File: config.mk
export PLATFORM = sky130hd
export DESIGN_NAME = control_unit
export DESIGN_NICKNAME = d
export VERILOG_FILES = /design/src/rtl/cpu_pkg.sv /design/src/rtl/op_class_decode.sv /design/src/rtl/control_unit.sv
export SDC_FILE = /design/constraint.sdc
export NUM_CORES = 1
export LEC_CHECK = 0
export CAP_MARGIN = 20
export CORE_UTILIZATION = 40
export CTS_CLUSTER_SIZE = 16
export DETAILED_ROUTE_END_ITERATION = 8
export GPL_TIMING_DRIVEN = 0
export PLACE_DENSITY = 0.95
export SLEW_MARGIN = 15
export SYNTH_ARGS = -nofsm -noshare
export SYNTH_HDL_FRONTEND = slang
export SYNTH_SLANG_ARGS = --single-unit
File: constraint.sdc
create_clock -name Clock -period 4.4 [get_ports Clock]
set_input_delay 0.66 -clock Clock [delete_from_list [all_inputs] [get_ports Clock]]
set_output_delay 0.66 -clock Clock [all_outputs]
set_load 0.01 [all_outputs]
File: src/rtl/cpu_pkg.sv
// Shared opcode map and sequencer encodings for the single-bus CPU.
// Opcodes are common to the datapath ALU, the control unit and the benches.
package cpu_pkg;

  localparam logic [4:0] OP_LD   = 5'b00000;
  localparam logic [4:0] OP_LDI  = 5'b00001;
  localparam logic [4:0] OP_ST   = 5'b00010;
  localparam logic [4:0] OP_ADD  = 5'b00011;
  localparam logic [4:0] OP_SUB  = 5'b00100;
  localparam logic [4:0] OP_SHR  = 5'b00101;
  localparam logic [4:0] OP_SHL  = 5'b00110;
  localparam logic [4:0] OP_ROR  = 5'b00111;
  localparam logic [4:0] OP_ROL  = 5'b01000;
  localparam logic [4:0] OP_AND  = 5'b01001;
  localparam logic [4:0] OP_OR   = 5'b01010;
  localparam logic [4:0] OP_ADDI = 5'b01011;
  localparam logic [4:0] OP_ANDI = 5'b01100;
  localparam logic [4:0] OP_ORI  = 5'b01101;
  localparam logic [4:0] OP_MUL  = 5'b01110;
  localparam logic [4:0] OP_DIV  = 5'b01111;
  localparam logic [4:0] OP_NEG  = 5'b10000;
  localparam logic [4:0] OP_NOT  = 5'b10001;
  localparam logic [4:0] OP_BR   = 5'b10010;
  localparam logic [4:0] OP_JR   = 5'b10011;
  localparam logic [4:0] OP_JAL  = 5'b10100;
  localparam logic [4:0] OP_IN   = 5'b10101;
  localparam logic [4:0] OP_OUT  = 5'b10110;
  localparam logic [4:0] OP_MFHI = 5'b10111;
  localparam logic [4:0] OP_MFLO = 5'b11000;
  localparam logic [4:0] OP_NOP  = 5'b11001;
  localparam logic [4:0] OP_HALT = 5'b11010;

  typedef enum logic [3:0] {
    ST_RESET  = 4'd0,
    ST_T0     = 4'd1,
    ST_T1     = 4'd2,
    ST_T2     = 4'd3,
    ST_T3     = 4'd4,
    ST_T4     = 4'd5,
    ST_T5     = 4'd6,
    ST_T6     = 4'd7,
    ST_T7     = 4'd8,
    ST_HALTED = 4'd9
  } state_t;

  typedef enum logic [3:0] {
    CL_RTYPE,
    CL_IMM,
    CL_LDI,
    CL_LD,
    CL_ST,
    CL_BR,
    CL_SINGLE,
    CL_NOP,
    CL_HALT
  } op_class_t;

endpackage

File: src/rtl/op_class_decode.sv
// Opcode classifier: groups opcodes that share an execute sequence and
// resolves the ALU operation those sequences request.
import cpu_pkg::*;

module op_class_decode (
  input  logic [4:0] opcode,
  output op_class_t  op_class,
  output logic [4:0] alu_op
);

  always_comb begin
    op_class = CL_NOP;
    alu_op   = 5'b00000;
    case (opcode)
      OP_ADD, OP_SUB, OP_SHR, OP_SHL, OP_AND, OP_OR: begin
        op_class = CL_RTYPE;
        alu_op   = opcode;
      end
      OP_ADDI: begin op_class = CL_IMM; alu_op = OP_ADD; end
      OP_ANDI: begin op_class = CL_IMM; alu_op = OP_AND; end
      OP_ORI:  begin op_class = CL_IMM; alu_op = OP_OR;  end
      // address/offset arithmetic all goes through the adder
      OP_LDI:  begin op_class = CL_LDI; alu_op = OP_ADD; end
      OP_LD:   begin op_class = CL_LD;  alu_op = OP_ADD; end
      OP_ST:   begin op_class = CL_ST;  alu_op = OP_ADD; end
      OP_BR:   begin op_class = CL_BR;  alu_op = OP_ADD; end
      OP_JR, OP_IN, OP_OUT, OP_MFHI, OP_MFLO: op_class = CL_SINGLE;
      OP_HALT: op_class = CL_HALT;
      default: op_class = CL_NOP;
    endcase
  end

endmodule

File: src/rtl/control_unit.sv
// Hardwired fetch/execute sequencer driving the single-bus datapath strobes.
// state   | meaning
// RESET   | held by Clear, all strobes low
// T0..T2  | instruction fetch
// T3..T7  | execute, sequence chosen by opcode class
// HALTED  | parked after halt until Clear
import cpu_pkg::*;

module control_unit (
  input  logic        Clock,
  input  logic        Clear,
  input  logic [31:0] IR,
  input  logic        BranchMet,
  output logic        PCout,
  output logic        Zhiout,
  output logic        Zlowout,
  output logic        MDRout,
  output logic        InPortout,
  output logic        HIout,
  output logic        LOout,
  output logic        MARin,
  output logic        Zin,
  output logic        PCin,
  output logic        MDRin,
  output logic        IRin,
  output logic        Yin,
  output logic        OutPortin,
  output logic        IncPC,
  output logic        Read,
  output logic        Write,
  output logic        Gra,
  output logic        Grb,
  output logic        Grc,
  output logic        Rin,
  output logic        Rout,
  output logic        BAout,
  output logic        Cout,
  output logic        CONin,
  output logic [4:0]  alu_op,
  output logic        Run
);

  state_t     state, state_nxt;
  op_class_t  op_class;
  logic [4:0] class_alu;
  logic [4:0] opcode;
  logic       unused_ir_fields;

  assign opcode           = IR[31:27];
  assign unused_ir_fields = ^IR[26:0];

  op_class_decode u_decode (
    .opcode   (opcode),
    .op_class (op_class),
    .alu_op   (class_alu)
  );

  always_ff @(posedge Clock) begin
    if (Clear) state <= ST_RESET;
    else       state <= state_nxt;
  end

  always_comb begin
    state_nxt = state;
    {PCout, Zhiout, Zlowout, MDRout, InPortout, HIout, LOout} = '0;
    {MARin, Zin, PCin, MDRin, IRin, Yin, OutPortin}          = '0;
    {IncPC, Read, Write}                                     = '0;
    {Gra, Grb, Grc, Rin, Rout, BAout, Cout, CONin}           = '0;
    alu_op = 5'b00000;
    Run    = (state != ST_RESET) && (state != ST_HALTED);

    case (state)
      ST_RESET: state_nxt = ST_T0;
      ST_T0: begin
        PCout = 1'b1; MARin = 1'b1; IncPC = 1'b1; Zin = 1'b1;
        state_nxt = ST_T1;
      end
      ST_T1: begin
        Zlowout = 1'b1; PCin = 1'b1; Read = 1'b1; MDRin = 1'b1;
        state_nxt = ST_T2;
      end
      ST_T2: begin
        MDRout = 1'b1; IRin = 1'b1;
        // nop/halt are resolved here so they skip the execute steps entirely
        case (op_class)
          CL_NOP:  state_nxt = ST_T0;
          CL_HALT: state_nxt = ST_HALTED;
          default: state_nxt = ST_T3;
        endcase
      end
      ST_T3: begin
        state_nxt = ST_T4;
        case (op_class)
          CL_RTYPE, CL_IMM: begin Grb = 1'b1; Rout = 1'b1; Yin = 1'b1; end
          CL_LDI, CL_LD, CL_ST: begin Grb = 1'b1; BAout = 1'b1; Yin = 1'b1; end
          CL_BR: begin Gra = 1'b1; Rout = 1'b1; CONin = 1'b1; end
          CL_SINGLE: begin
            state_nxt = ST_T0;
            case (opcode)
              OP_JR:   begin Gra = 1'b1; Rout = 1'b1; PCin = 1'b1; end
              OP_IN:   begin InPortout = 1'b1; Gra = 1'b1; Rin = 1'b1; end
              OP_OUT:  begin Gra = 1'b1; Rout = 1'b1; OutPortin = 1'b1; end
              OP_MFHI: begin HIout = 1'b1; Gra = 1'b1; Rin = 1'b1; end
              OP_MFLO: begin LOout = 1'b1; Gra = 1'b1; Rin = 1'b1; end
              default: ;
            endcase
          end
          default: state_nxt = ST_T0;
        endcase
      end
      ST_T4: begin
        state_nxt = ST_T5;
        case (op_class)
          CL_RTYPE: begin Grc = 1'b1; Rout = 1'b1; Zin = 1'b1; alu_op = class_alu; end
          CL_IMM, CL_LDI, CL_LD, CL_ST: begin Cout = 1'b1; Zin = 1'b1; alu_op = class_alu; end
          CL_BR: begin PCout = 1'b1; Yin = 1'b1; end
          default: state_nxt = ST_T0;
        endcase
      end
      ST_T5: begin
        state_nxt = ST_T0;
        case (op_class)
          CL_RTYPE, CL_IMM, CL_LDI: begin Zlowout = 1'b1; Gra = 1'b1; Rin = 1'b1; end
          CL_LD, CL_ST: begin Zlowout = 1'b1; MARin = 1'b1; state_nxt = ST_T6; end
          CL_BR: begin Cout = 1'b1; Zin = 1'b1; alu_op = class_alu; state_nxt = ST_T6; end
          default: ;
        endcase
      end
      ST_T6: begin
        state_nxt = ST_T0;
        case (op_class)
          CL_LD: begin Read = 1'b1; MDRin = 1'b1; state_nxt = ST_T7; end
          // Read stays low so MDR captures the register value from the bus
          CL_ST: begin Gra = 1'b1; Rout = 1'b1; MDRin = 1'b1; state_nxt = ST_T7; end
          CL_BR: begin Zlowout = 1'b1; PCin = BranchMet; end
          default: ;
        endcase
      end
      ST_T7: begin
        state_nxt = ST_T0;
        case (op_class)
          CL_LD: begin MDRout = 1'b1; Gra = 1'b1; Rin = 1'b1; end
          CL_ST: Write = 1'b1;
          default: ;
        endcase
      end
      ST_HALTED: state_nxt = ST_HALTED;
      default:   state_nxt = ST_RESET;
    endcase
  end

endmodule

==> results.txt <==
The die footprint is 0.00287 mm². The count of input and output buffers is 35. The startpoint identified for the worst register-to-register timing path is state[2]$_SDFF_PP0_. The number of ports placed on the die boundary is 66. The standard-cell row count is 18. TritonCTS built the clock tree. The number of distinct library cells after synthesis came out at between 50 and 60. In the final layout, the share of cells above drive strength 1 is 0.149.

The initial utilization of the core area, before any placement, comes to 0.426. The power density over the cells came out at around 140 mW/mm². The net total in the final layout is 245. VDD sags by at most 0.000152 V. The H-tree level count came out at 1. The HPWL after detailed placement is 2640 µm. The critical path endpoint category is a primary output.

The worst clock skew on the final layout came out at 0.00105 ns. The wire length per cell is 14.7 µm. The number of warnings reported in the yosys synthesis log is 0.

In this run the worst hold path is classified as reg -> reg. The number of enable flip-flop cells after synthesis is 0. In this run the most critical hold path is launched from state[0]$_SDFF_PP0_. The most common cell after layout, fill and taps aside is clkdlybuf4s50_1. The leftover overflow at the end of global routing came out at 0. The final-layout setup total negative slack is 0 ns. The routed layout has 1,453 vias. The post-CTS clock slew at the launch and capture registers of the worst setup and hold paths is ~0.040 ns.

The area of the core is 0.00250 mm². The standby leakage power came out at approximately 0.00056 µW. The library cells used most frequently in the layout, excluding fill and tap cells, are 35 x clkdlybuf4s50_1, 15 x nor2_1, 14 x nand2_1, 14 x a21oi_1. The flip-flop cell with the highest count after synthesis is dfxtp_1.

STA classifies the critical path startpoint as a primary input. The period utilization is 0.847. The synthesized cell area came out at 0.00106 mm². The worst-margin pin slew is 0.890 ns. The total area of multi-input combinational cells is 852 µm². The largest registers in the layout are state x4.

The DRC marker count from the first detailed-route iteration is about 80. The number of maximum-capacitance constraint violations is 0. Based on the critical path, the design can be clocked at up to 268 MHz. The post-layout total power came out at 200 µW. The final count of negative-setup-slack endpoints came out at 0. The buffer levels on the longest clock path came out at 2. The number of antenna violations at the first check in global routing is 0. Setup repair after global routing left no endpoint under its margin. Entering global routing, the biggest net connects 11 pins. The average footprint of a synthesized cell came out at 6.30 µm².

The root buffer cell chosen for the clock tree is clkbuf_4. 0 antenna diodes ended up in the layout. The number of DRC violations after detailed routing came out at 0. The share of the yosys chip area belonging to registers is 0.0752. The number of clock sinks came out at 4.

The final critical-path required period is between 3 and 4 ns. The number of flip-flops under the largest register name came out at 4. The worst setup path startpoint is IR[30].

The last weighted congestion value of the routability-driven placer is 0.939. The die span in y came out at approximately 54 µm. The post-cts repair resize count is 0. The total iterations of the first detailed-routing run is 5. The arrival time of data at the critical path endpoint is 3.07 ns.

After synthesis the netlist holds a flip-flop and latch count of 4. The detail-routed via count per cell came out at 6.11. The number of global-route vias before repair came out at 1,232. The worst-path maximum fanout is 8. The worst pin sits at a relative slew slack of 0.398. Buffers inserted during clock tree synthesis total 3. The count of buffers added by post-CTS timing repair for setup came out at 0. The flow ran to the end, and the final reports show no timing, DRC or antenna violations. The number of filler cells placed in the layout came out at 224. The x dimension of the die is 53.6 µm. The first global-routing pass estimated approximately 5500 µm of wire. The area growth from synthesis to layout is 38.9%. The share of flip-flops with an asynchronous set or reset is 0. Synthesis produced 169 cells. The worst setup path is of the in -> out kind.

STA puts the critical path data required time at 3.74 ns. Across every metal layer, demand over resource in global routing totals 0.258. The hold violation total from the final report is 0. The register area is 80.1 µm². The total count of max-transition violations in the final report was 0.

In this run the remaining antenna-violating nets after routing total 0. The hold buffer count at cts came out at 0. The total detailed-routing wirelength is 3510 µm. At the later pin of the worst-skew pair, clock insertion delay measures 0.23 ns.

The largest register by flop count is state.
final cells by class:
type,count,share of cell area
buffer,21,0.0694
inverter,9,0.0228
clock buffer,3,0.0152
tap,30,0.0254
sequential,4,0.0541
multi-input combinational,136,0.576
timing repair buffer,35,0.237
worst max-delay path, cell delays in order:
cell             delay (ns)
clkdlybuf4s50_1        0.63
nor4b_1                0.77
a211o_2                0.27
a21oi_1                0.07
o21a_1                 0.20
clkdlybuf4s50_1        0.47
power by group:
part | total (µW) | internal, µW | switching, µW
clock network | 44.8 | 30.5 | 14.3
registers | 39.2 | 38.5 | 0.672
logic | 116 | 50.8 | 65.3
routing by layer:
metal / vias to the layer above / track usage / share of wire
li1: 688 / - / -
met1: 661 / 0.315 / 0.42
met2: 92 / 0.435 / 0.48
met3: 12 / 0.0537 / 0.079
met4: 0 / 0.110 / 0.030
met5: - / 0 / 0
cells in the mapped netlist, types with 3 or more instances:
| library cell | number | area [µm²] |
|---|---|---|
| nor3_1 | 7 | 35.0 |
| a211oi_1 | 4 | 30.0 |
| clkbuf_1 | 4 | 15.0 |
| xnor2_1 | 3 | 26.3 |
| nor2_1 | 15 | 56.3 |
| nand3_1 | 7 | 35.0 |
| o21ai_0 | 13 | 65.1 |
| o21a_1 | 4 | 30.0 |
| inv_1 | 9 | 33.8 |
| dfxtp_1 | 4 | 80.1 |
| or2_2 | 4 | 25.0 |
| nand2_1 | 14 | 52.6 |
| nor2b_1 | 3 | 18.8 |
| buf_2 | 13 | 65.1 |
| nand3b_1 | 4 | 30.0 |
| a21oi_1 | 14 | 70.1 |
metrics by stage:
| step | cells | area [µm²] | setup WS [ns] | util | hold slack [ns] |
|---|---|---|---|---|---|
| CTS | 238 | 1480 | 0.750 | 0.592 | 0.677 |
| floorplan | 170 | 1070 | 1.92 | - | 0.591 |
| finish | 238 | 1480 | 0.674 | 0.592 | 0.683 |
| global placement | 235 | 1460 | 0.782 | 0.583 | 0.637 |
| detailed placement | 235 | 1460 | 0.749 | 0.583 | 0.670 |
| global route | 238 | 1480 | 0.555 | 0.592 | 0.717 |
path summary, 6_finish.rpt:
kind | slack (ns) | to | depth (start not counted)
worst max-delay path | 0.67 | Zlowout | 6
worst min-delay path | 0.68 | state[3]$_SDFF_PP0_ | 3
worst max register to register | 2.79 | state[3]$_SDFF_PP0_ | 5
worst min register to register | 0.68 | state[3]$_SDFF_PP0_ | 3
cell families (layout without fill, tap and decap cells):
family,Yosys count,count (layout),synth area share
flip-flops,4,4,0.0752
AND/OR/NAND/NOR,77,77,0.430
multiplexers,1,1,0.00940
XOR/XNOR,3,3,0.0247
buffers and inverters,30,68,0.128
other,1,2,0.00352
AO/OA/AOI/OAI,53,53,0.329
Note: power is estimated with default switching activity, not from simulation.
